`config.mk`:
```
export PLATFORM = sky130hd
export DESIGN_NAME = rgb_colour_sequencer
export DESIGN_NICKNAME = d
export VERILOG_FILES = /design/src/rtl/rgb_colour_sequencer.sv
export SDC_FILE = /design/constraint.sdc
export NUM_CORES = 1
export LEC_CHECK = 0
export BUFFER_PORTS_ARGS = -buffer_cell sky130_fd_sc_hd__buf_2
export CAP_MARGIN = 10
export CORE_MARGIN = 2
export CORE_UTILIZATION = 51
export CTS_CLUSTER_DIAMETER = 120
export DETAILED_ROUTE_END_ITERATION = 16
export PLACE_DENSITY = 0.85
export SLEW_MARGIN = 15
export SYNTH_ARGS = -nofsm -noshare
export SYNTH_HDL_FRONTEND = slang
export SYNTH_SLANG_ARGS = --single-unit
```
`constraint.sdc`:
```
create_clock -name clk -period 2.3 [get_ports clk]
set_input_delay 0 -clock clk [delete_from_list [all_inputs] [get_ports clk]]
set_output_delay 0 -clock clk [all_outputs]
set_load 0.02 [all_outputs]
```
`src/rtl/rgb_colour_sequencer.sv`:
```
// rgb_colour_sequencer
//   Upstream stage of the lighting datapath. Steps a 3-bit colour index
//   through the fixed cycle 001 -> 010 -> 011 -> 100 -> 101 -> 110 -> 001.
//   A step is requested by a button rising edge or by the auto-mode
//   prescaler tick. The index is decoded to a registered 24-bit RGB word.
//
// Parameters
//   PRESCALE   clock cycles between automatic steps (legal 2..65535)
//
// Ports
//   clk        system clock, all state changes on the rising edge
//   rst        synchronous active-high reset, highest priority
//   enable     low freezes stepping; outputs hold
//   button     step request, already synchronous; rising edge = one step
//   auto_mode  high lets the prescaler generate periodic step requests
//   colour     registered colour index {R,G,B}
//   rgb        registered decoded colour {R[7:0],G[7:0],B[7:0]}
//   step_pulse one-cycle strobe in the cycle a new colour first appears
module rgb_colour_sequencer #(
    parameter int unsigned PRESCALE = 4
) (
    input  logic        clk,
    input  logic        rst,
    input  logic        enable,
    input  logic        button,
    input  logic        auto_mode,
    output logic [2:0]  colour,
    output logic [23:0] rgb,
    output logic        step_pulse
);

    localparam logic [15:0] TICK_AT = 16'(PRESCALE - 32'd1);

    logic        button_q_r;
    logic [15:0] count_r;
    logic [2:0]  colour_r;
    logic [23:0] rgb_r;
    logic        step_pulse_r;

    logic        btn_edge_s;
    logic        auto_tick_s;
    logic        step_s;
    logic        counting_s;
    logic [2:0]  next_colour_s;
    logic [23:0] next_rgb_s;

    // Step request generation: a coincident edge and tick still give one step.
    always_comb begin
        btn_edge_s  = button & ~button_q_r;
        auto_tick_s = (count_r == TICK_AT);
        counting_s  = enable & auto_mode;
        step_s      = enable & (btn_edge_s | auto_tick_s);
    end

    // Next colour in the six-colour cycle; 000 and 111 both enter at 001.
    always_comb begin
        next_colour_s = 3'b001;
        case (colour_r)
            3'b000:  next_colour_s = 3'b001;
            3'b001:  next_colour_s = 3'b010;
            3'b010:  next_colour_s = 3'b011;
            3'b011:  next_colour_s = 3'b100;
            3'b100:  next_colour_s = 3'b101;
            3'b101:  next_colour_s = 3'b110;
            3'b110:  next_colour_s = 3'b001;
            default: next_colour_s = 3'b001;
        endcase
    end

    // Decode each index bit to a full-scale 8-bit channel.
    always_comb begin
        next_rgb_s = {{8{next_colour_s[2]}}, {8{next_colour_s[1]}}, {8{next_colour_s[0]}}};
    end

    // Button history tracks every cycle so edges seen while disabled are lost.
    always_ff @(posedge clk) begin
        if (rst) begin
            button_q_r <= 1'b0;
        end else begin
            button_q_r <= button;
        end
    end

    // Prescaler: counts only while enabled in auto mode, otherwise parked at 0.
    always_ff @(posedge clk) begin
        if (rst) begin
            count_r <= 16'd0;
        end else if (!counting_s) begin
            count_r <= 16'd0;
        end else if (auto_tick_s) begin
            count_r <= 16'd0;
        end else begin
            count_r <= count_r + 16'd1;
        end
    end

    // Colour state, decoded word and strobe all update on the same edge.
    always_ff @(posedge clk) begin
        if (rst) begin
            colour_r     <= 3'b000;
            rgb_r        <= 24'h000000;
            step_pulse_r <= 1'b0;
        end else if (step_s) begin
            colour_r     <= next_colour_s;
            rgb_r        <= next_rgb_s;
            step_pulse_r <= 1'b1;
        end else begin
            colour_r     <= colour_r;
            rgb_r        <= rgb_r;
            step_pulse_r <= 1'b0;
        end
    end

    assign colour     = colour_r;
    assign rgb        = rgb_r;
    assign step_pulse = step_pulse_r;

endmodule

```
* Yosys cells after proc, flatten, opt, wreduce, memory -nomap -nowiden *
Cells that the tools add are included.
W data, S select, Z words.

storage, ports and cells
  register bits after elaboration = 38
  output and inout bits = 28
  word-level logic and storage cells = 21
  input bits = 5

cells by class
  equality and inequality tests = 6
  bitwise operators = 6
  add/subtract/negate cells = 1
  reductions and logical operators = 1
  muxes and demuxes = 2

operators by type and width
  cell                     number
  $add A16 B1 Y16 const B  1
  $eq A16 B2 Y1 const B    1
  $pmux W3 S5              1
  $eq A3 B2 Y1 const B     2
  $eq A3 B3 Y1 const B     2
  $and A1 B1 Y1            3
  $eq A3 B1 Y1 const B     1
  $reduce_or A3 Y1         1
  $not A1 Y1               2
  $mux W1                  1
  $or A1 B1 Y1             1

* Logic depth before layout (Yosys ltp) *
Gate-level depths: netlist of the first run.

  word-level depth = 5
  gate-level depth with buffers = 7
  mapped depth without buffers = 6

* Worst setup path before layout of the first run *
No wires, ideal clock.

  path type = reg2reg
  start point = register colour_r[1], in the netlist colour[1]
  end point = register colour_r[2], in the netlist colour[2]
  setup slack = 0.407 ns
  data required time = 2.230 ns
  stages on the path, launching flop included = 8
  buffers on the path = 1
  clock period less this slack = 1.893 ns
  arrival time = 1.823 ns
  cells stage by stage = dfxtp_1 clkbuf_1 inv_1 ha_1 nand2_1 o2111ai_1 a211o_2 a21oi_1

on the way
  word-level cells in the longest chain between the ends = 2
  elaborated cells between the ends (all ways) = 6

ends and longest elaborated chain
  what                                        line  source
  from (decl)                                 36    logic [2:0] colour_r;
  from (signal assigned)                      104   colour_r <= next_colour_s;
  from (signal assigned)                      108   colour_r <= colour_r;
  $eq A3 B3 Y1, or another cell as far along  58    case (colour_r)
  $pmux W3 S5 (*)                             58

Mark *: on every way between the ends. The rest lies on a longest branch, timed or not.
A chain may end at the register's enable or synchronous reset.

* Final worst setup path of the first run *
  start point = register count_r[0]
  end point = register colour_r[0], in the netlist colour[0]

on the way
  word-level cells in the longest chain between the ends = 3

ends and longest elaborated chain
  what                    line  source
  from (decl)             35    logic [15:0] count_r;
  from (signal assigned)  93    count_r <= count_r + 16'd1;
  $eq A16 B2 Y1           50    auto_tick_s = (count_r == TICK_AT);
  $or A1 B1 Y1            52    step_s = enable & (btn_edge_s | auto_tick_s);
  $and A1 B1 Y1           52

No other way between the ends.

==> results.cfg, run 1 <==
[synthesis]
synth_seq_cells = 21
synth_warnings = 0
synth_area_leader_cell = dfxtp_1
syn_nets = 141
synthCells = 134
synth.distinct_cells = 34
netlist_top_cells_area = dfxtp_1 (35%), buf_4 (15%), xor2_1 (8.1%)
synth_top_area_share_pct = 35.22
avgSynthCellArea_um2 = 8.908
synth-seq-area-share_pct = 35.22
synthesis.area_mm2 = 0.001194

[grt]
grt_pass1_wl_um = 3657
grt_antenna_before_repair = 0
grt_max_degree = 17
grt_pass1_vias = 814
grt_usage_pct = 18.32
overflow = 0

[final_layout]
final_common_cell = buf_2
final_cell_mix = buf_2 (32), dfxtp_1 (21), nor2_1 (15), xor2_1 (11), nand4_1 (6)
syn2layout_area_growth_pct = 3.564
stdcell_count = 172
fill_cells = 187
nNetsFinal = 152
diodes = 0
fin_area_mm2 = 0.001236
multi_input_area_um2 = 550.5
finalCoreUtilization_pct = 55.88
drive_above_1_share_pct = 29.86
seqCellArea_um2 = 420.4

[setup_path]
reg2reg_depth = 5
startpoint = count_r[0]$_SDFF_PP0_
cp.depth = 5
startpoint_type = flop
ff2ff_setup_slack_ns = 0.40
required_ns = 2.55
r2r-end = colour[0]$_SDFFE_PP0P_
max_stage_delay_ns = 0.51
critPathTopFamily = simple AND/OR/NAND/NOR gates
path_cells = ha_1 -> nor4b_2 -> a41oi_2 -> or4_1 -> a31oi_1
crit_type = flop to flop
end_kind = flop
arrival_ns = 2.15
r2r-start = count_r[0]$_SDFF_PP0_
path_buf_inv = 0
critPathSlowestCell = or4_1
path_max_fanout = 7
crit_end = colour[0]$_SDFFE_PP0P_

[power]
ir_drop_mv = 0.4260
powerDensity_mw_per_mm2 = 494.4
total_power_mw = 0.6112
leakage_nw = 0.5284

[placed_design]
place_congestion = 0.8663
place_area_mm2 = 0.001189
placedCellCount = 166
dp_hpwl_um = 1629
port_buffers = 32
pre_cts_slack_ns = 0.4288

[sta]
tns_ns = 0
relSlewSlack_pct = 57.28
setup_violations = 0
timing.hold.ws_ns = 0.03880
period_needed_ns = 1.902
tightestPinTransition_ns = 0.6374
clock.fmax_mhz = 525.7
report.final.slew_viol_count = 0
rsz0062_at_grt = no
fin_ws_ns = 0.3978
clock_skew_ns = 0.006420
hold_violations = 0
fin_crit_sh_pct = 82.70

[floorplan]
fp-row-count = 17
dieArea_mm2 = 0.002744
coreArea_mm2 = 0.002212
ios = 33
fp.dieW_um = 52.38
fp.dieH_um = 52.38
initial_utilization_pct = 53.96

[clock_network]
clockBufferDepth = 2
cts_tree = done
cts_buffers = 3
cts_resized = 0
htreeDepth = 1
cts_setup_buffers = 0
clk_transition_reported_paths_ns = 0.12
worstSkewPairLatency_ns = 0.31
cts.sinks = 21
root_buffer = clkbuf_4

[drt]
initialDrtViolationCount = 5
drc = 0
routed_wl_um = 2235
dr.pass1.iters = 4
vias = 925
viasPerCell = 5.378
ant_nets = 0
wire_per_inst_um = 12.99

[outcome]
status = finished, final reports clean

[worst_hold_path]
hold_path.class = primary input to flop

[run]
cap_violations = 0
## synthesized netlist by cell type
library cell  count
and4_1            2
and3_1            2
nand4b_1          1
and4_2            1
a21oi_1           4
and2_1            1
nand4_1           6
dfxtp_1          21
o211ai_1          1
a31oi_1           1
nand2b_1          1
a2111o_1          1
nor4b_2           1
o31ai_1           1
buf_6             1
nand2_1           5
ha_1              2
xnor2_1           2
nor3_1            2
nor2b_1           2
a41oi_2           1
nand3_1           5
buf_2             1
or4_1             1
or3_1             2
o21ai_0           5
a211o_2           1
nor2_1           15
o2111ai_1         1
clkbuf_1          3
xor2_1           11
buf_4            24
inv_1             4
nor4_4            2
## registers in the layout, summed over array words and instances, names as in the netlist
signal      count
colour          3
button_q_r      1
count_r        16
step_pulse      1
## per-layer routing
metal | global-route usage, % | vias to the layer above | part of all wire (%)
met5 | 0 | - | 0
met4 | 11.54 | 0 | 3.5
met3 | 3.714 | 8 | 5.8
met2 | 30.00 | 37 | 47
met1 | 21.63 | 422 | 44
li1 | - | 458 | -
## worst register-to-register path, cell delays in order (launching register included)
cell and delay [ns]:
dfxtp_1 0.38, ha_1 0.22, nor4b_2 0.31, a41oi_2 0.27
or4_1 0.51, a31oi_1 0.16
## timing repair
item	CTS	global route
setup endpoints to repair	0	0
hold buffers	2	0
hold endpoints to repair	5	0
## power by group
group	switching, mW	internal (mW)	leakage [nW]
clock	0.113	0.0651	0.0177
sequential	0.00529	0.368	0.170
combinational	0.0391	0.0210	0.341
## area by class of cell
cell class,instances,share of cell area (%)
multi-input combinational,80,44.53
sequential,21,34.01
timing repair buffer,35,15.18
tap,28,2.834
clock buffer,3,1.822
inverter,4,1.215
clock inverter,1,0.4049
## worst min path at each step
stage	from	cells after the start	slack, ns	end
2_1_floorplan	rst	1	0.07	colour[1]$_SDFFE_PP0P_
3_3_place_gp	button	2	0.24	button_q_r$_SDFF_PP0_
3_5_place_dp	button	2	0.24	button_q_r$_SDFF_PP0_
4_1_cts	enable	3	0.02	step_pulse$_SDFF_PP0_
5_1_grt	enable	3	0.04	step_pulse$_SDFF_PP0_
6_report	enable	3	0.04	step_pulse$_SDFF_PP0_
## cells by family (layout without fill, tap and decap cells)
group | after synthesis | after routing | share of synthesized area (%)
and+or+nand+nor | 49 | 49 | 25.05
buffers and inverters | 33 | 43 | 18.66
DFF | 21 | 21 | 35.22
AOI/OAI and AO/OA | 16 | 16 | 9.435
xor gates and xnor gates | 13 | 13 | 9.539
adders and majority gates | 2 | 2 | 2.096
(Power assumes the default switching activity.)
==> run 2: changes to the inputs <==
- CORE_UTILIZATION: 51 -> 46
- PLACE_DENSITY: 0.85 -> 0.81
- clock period: 2.3 -> 1.6 ns (I/O delays scaled with it)
==> run 2 against run 1 <==
Effect of this change:
- the flow now finishes with violations (setup timing)
- first-iteration DRC count grew 60%
- power increased by 46%
- critical path depth stayed put
- combinational power is 52% higher
- design area up 11%
==> results.cfg, run 2 (synthesis gave the netlist of run 1 again) <==
[clock_network]
worstSkewPairLatency_ns = 0.32
root_buffer = clkbuf_4
clockBufferDepth = 2
cts_tree = done
htreeDepth = 1
cts_buffers = 3
clk_transition_reported_paths_ns = 0.12
cts.sinks = 21

[final_layout]
drive_above_1_share_pct = 40.00
final_cell_mix = buf_2 (32), dfxtp_1 (16), nor2_1 (15), xor2_1 (11), buf_4 (11)
final_common_cell = buf_2
largest_register_ffs = 16
top_register = count_r
stdcell_count = 185
diodes = 0
nNetsFinal = 163
syn2layout_area_growth_pct = 14.89
fill_cells = 219
fin_area_mm2 = 0.001371

[placed_design]
dp_hpwl_um = 1610
place_congestion = 0.7437
place_area_mm2 = 0.001280
pre_cts_slack_ns = -0.04933
port_buffers = 32
placedCellCount = 176

[floorplan]
fp.dieH_um = 54.94
initial_utilization_pct = 48.18
ios = 33
dieArea_mm2 = 0.003018
fp.dieW_um = 54.94
fp-row-count = 18
coreArea_mm2 = 0.002477

[drt]
drc = 0
viasPerCell = 5.103
wire_per_inst_um = 12.06
dr.pass1.iters = 4
vias = 944
routed_wl_um = 2232
ant_nets = 0
initialDrtViolationCount = 8

[grt]
overflow = 0
grt_antenna_before_repair = 0
grt_pass1_wl_um = 3726
grt_max_degree = 17
grt_pass1_vias = 872
grt_usage_pct = 17.94

[setup_path]
path_max_fanout = 6
arrival_ns = 1.86
end_kind = flop
crit_type = flop to flop
required_ns = 1.85
startpoint_type = flop

[sta]
hold_violations = 0
fin_ws_ns = -0.005702
fin_crit_sh_pct = 100.4
relSlewSlack_pct = 76.84
period_needed_ns = 1.606
report.final.slew_viol_count = 0
setup_violations = 1
tightestPinTransition_ns = 0.3470
clock.fmax_mhz = 622.8
clock_skew_ns = 0.002983
timing.hold.ws_ns = 0.03420
rsz0062_at_grt = yes

[outcome]
status = complete, but fails checks
violations = setup timing

[run]
cap_violations = 0

[worst_hold_path]
hold_path.class = primary input to flop

[power]
powerDensity_mw_per_mm2 = 649.6
total_power_mw = 0.8908
leakage_nw = 0.5897
ir_drop_mv = 0.3736
[run 2: final timing paths]
| kind | endpoint | from | cells after the start | slack (ns) |
|---|---|---|---|---|
| worst min-delay path | colour[1]$_SDFFE_PP0P_ | enable | 4 | 0.03 |
| worst max register to register | colour[0]$_SDFFE_PP0P_ | count_r[1]$_SDFF_PP0_ | 5 | -0.006 |
| worst max-delay path | colour[0]$_SDFFE_PP0P_ | count_r[1]$_SDFF_PP0_ | 5 | -0.006 |
| worst min register to register | count_r[14]$_SDFF_PP0_ | count_r[14]$_SDFF_PP0_ | 2 | 0.52 |
[run 2: layout make-up]
cell class	instances	area, um^2	share of cell area [%]
clock buffer	3	22.52	1.642
clock inverter	1	5.005	0.3650
timing repair buffer	46	274.0	19.98
inverter	4	15.01	1.095
multi-input combinational	80	588.1	42.88
tap	30	37.54	2.737
sequential	21	429.2	31.30
[run 2: per-layer routing]
layer	global-route usage, %	wire length, um
met1	18.74	930
met2	32.34	1102
met3	4.032	132
met4	10.98	67
met5	0	0
[run 2: timing repair]
action | 4_1_cts | 5_1_grt
setup buffers | 2 | 1
gates resized for setup | 3 | 3
cloned | 0 | 0
endpoints found under the setup margin | 2 | 19
pin swaps | 2 | 3
endpoints found under the hold margin | 5 | 0
hold buffers | 2 | 0
[run 2: metrics by stage]
step / util (%) / setup TNS (ns)
after detailed placement: 51.67 / -0.06472
after floorplan: - / 0
after CTS: 54.70 / -0.03196
after global routing: 55.35 / -0.2145
after global placement: 51.67 / 0
final: 55.35 / -0.005702
[run 2: power breakdown]
| part | switching, mW | internal [mW] | total, mW |
|---|---|---|---|
| logic | 0.0555 | 0.0355 | 0.0910 |
| registers | 0.00874 | 0.527 | 0.536 |
| clock network | 0.170 | 0.0938 | 0.264 |
| total | 0.234 | 0.657 | 0.891 |
[run 2: critical path: stages (launching register included)]
cell	delay, ns
dfxtp_2	0.38
ha_4	0.14
nor4b_4	0.22
a41oi_2	0.21
or4_1	0.45
a31oi_1	0.14
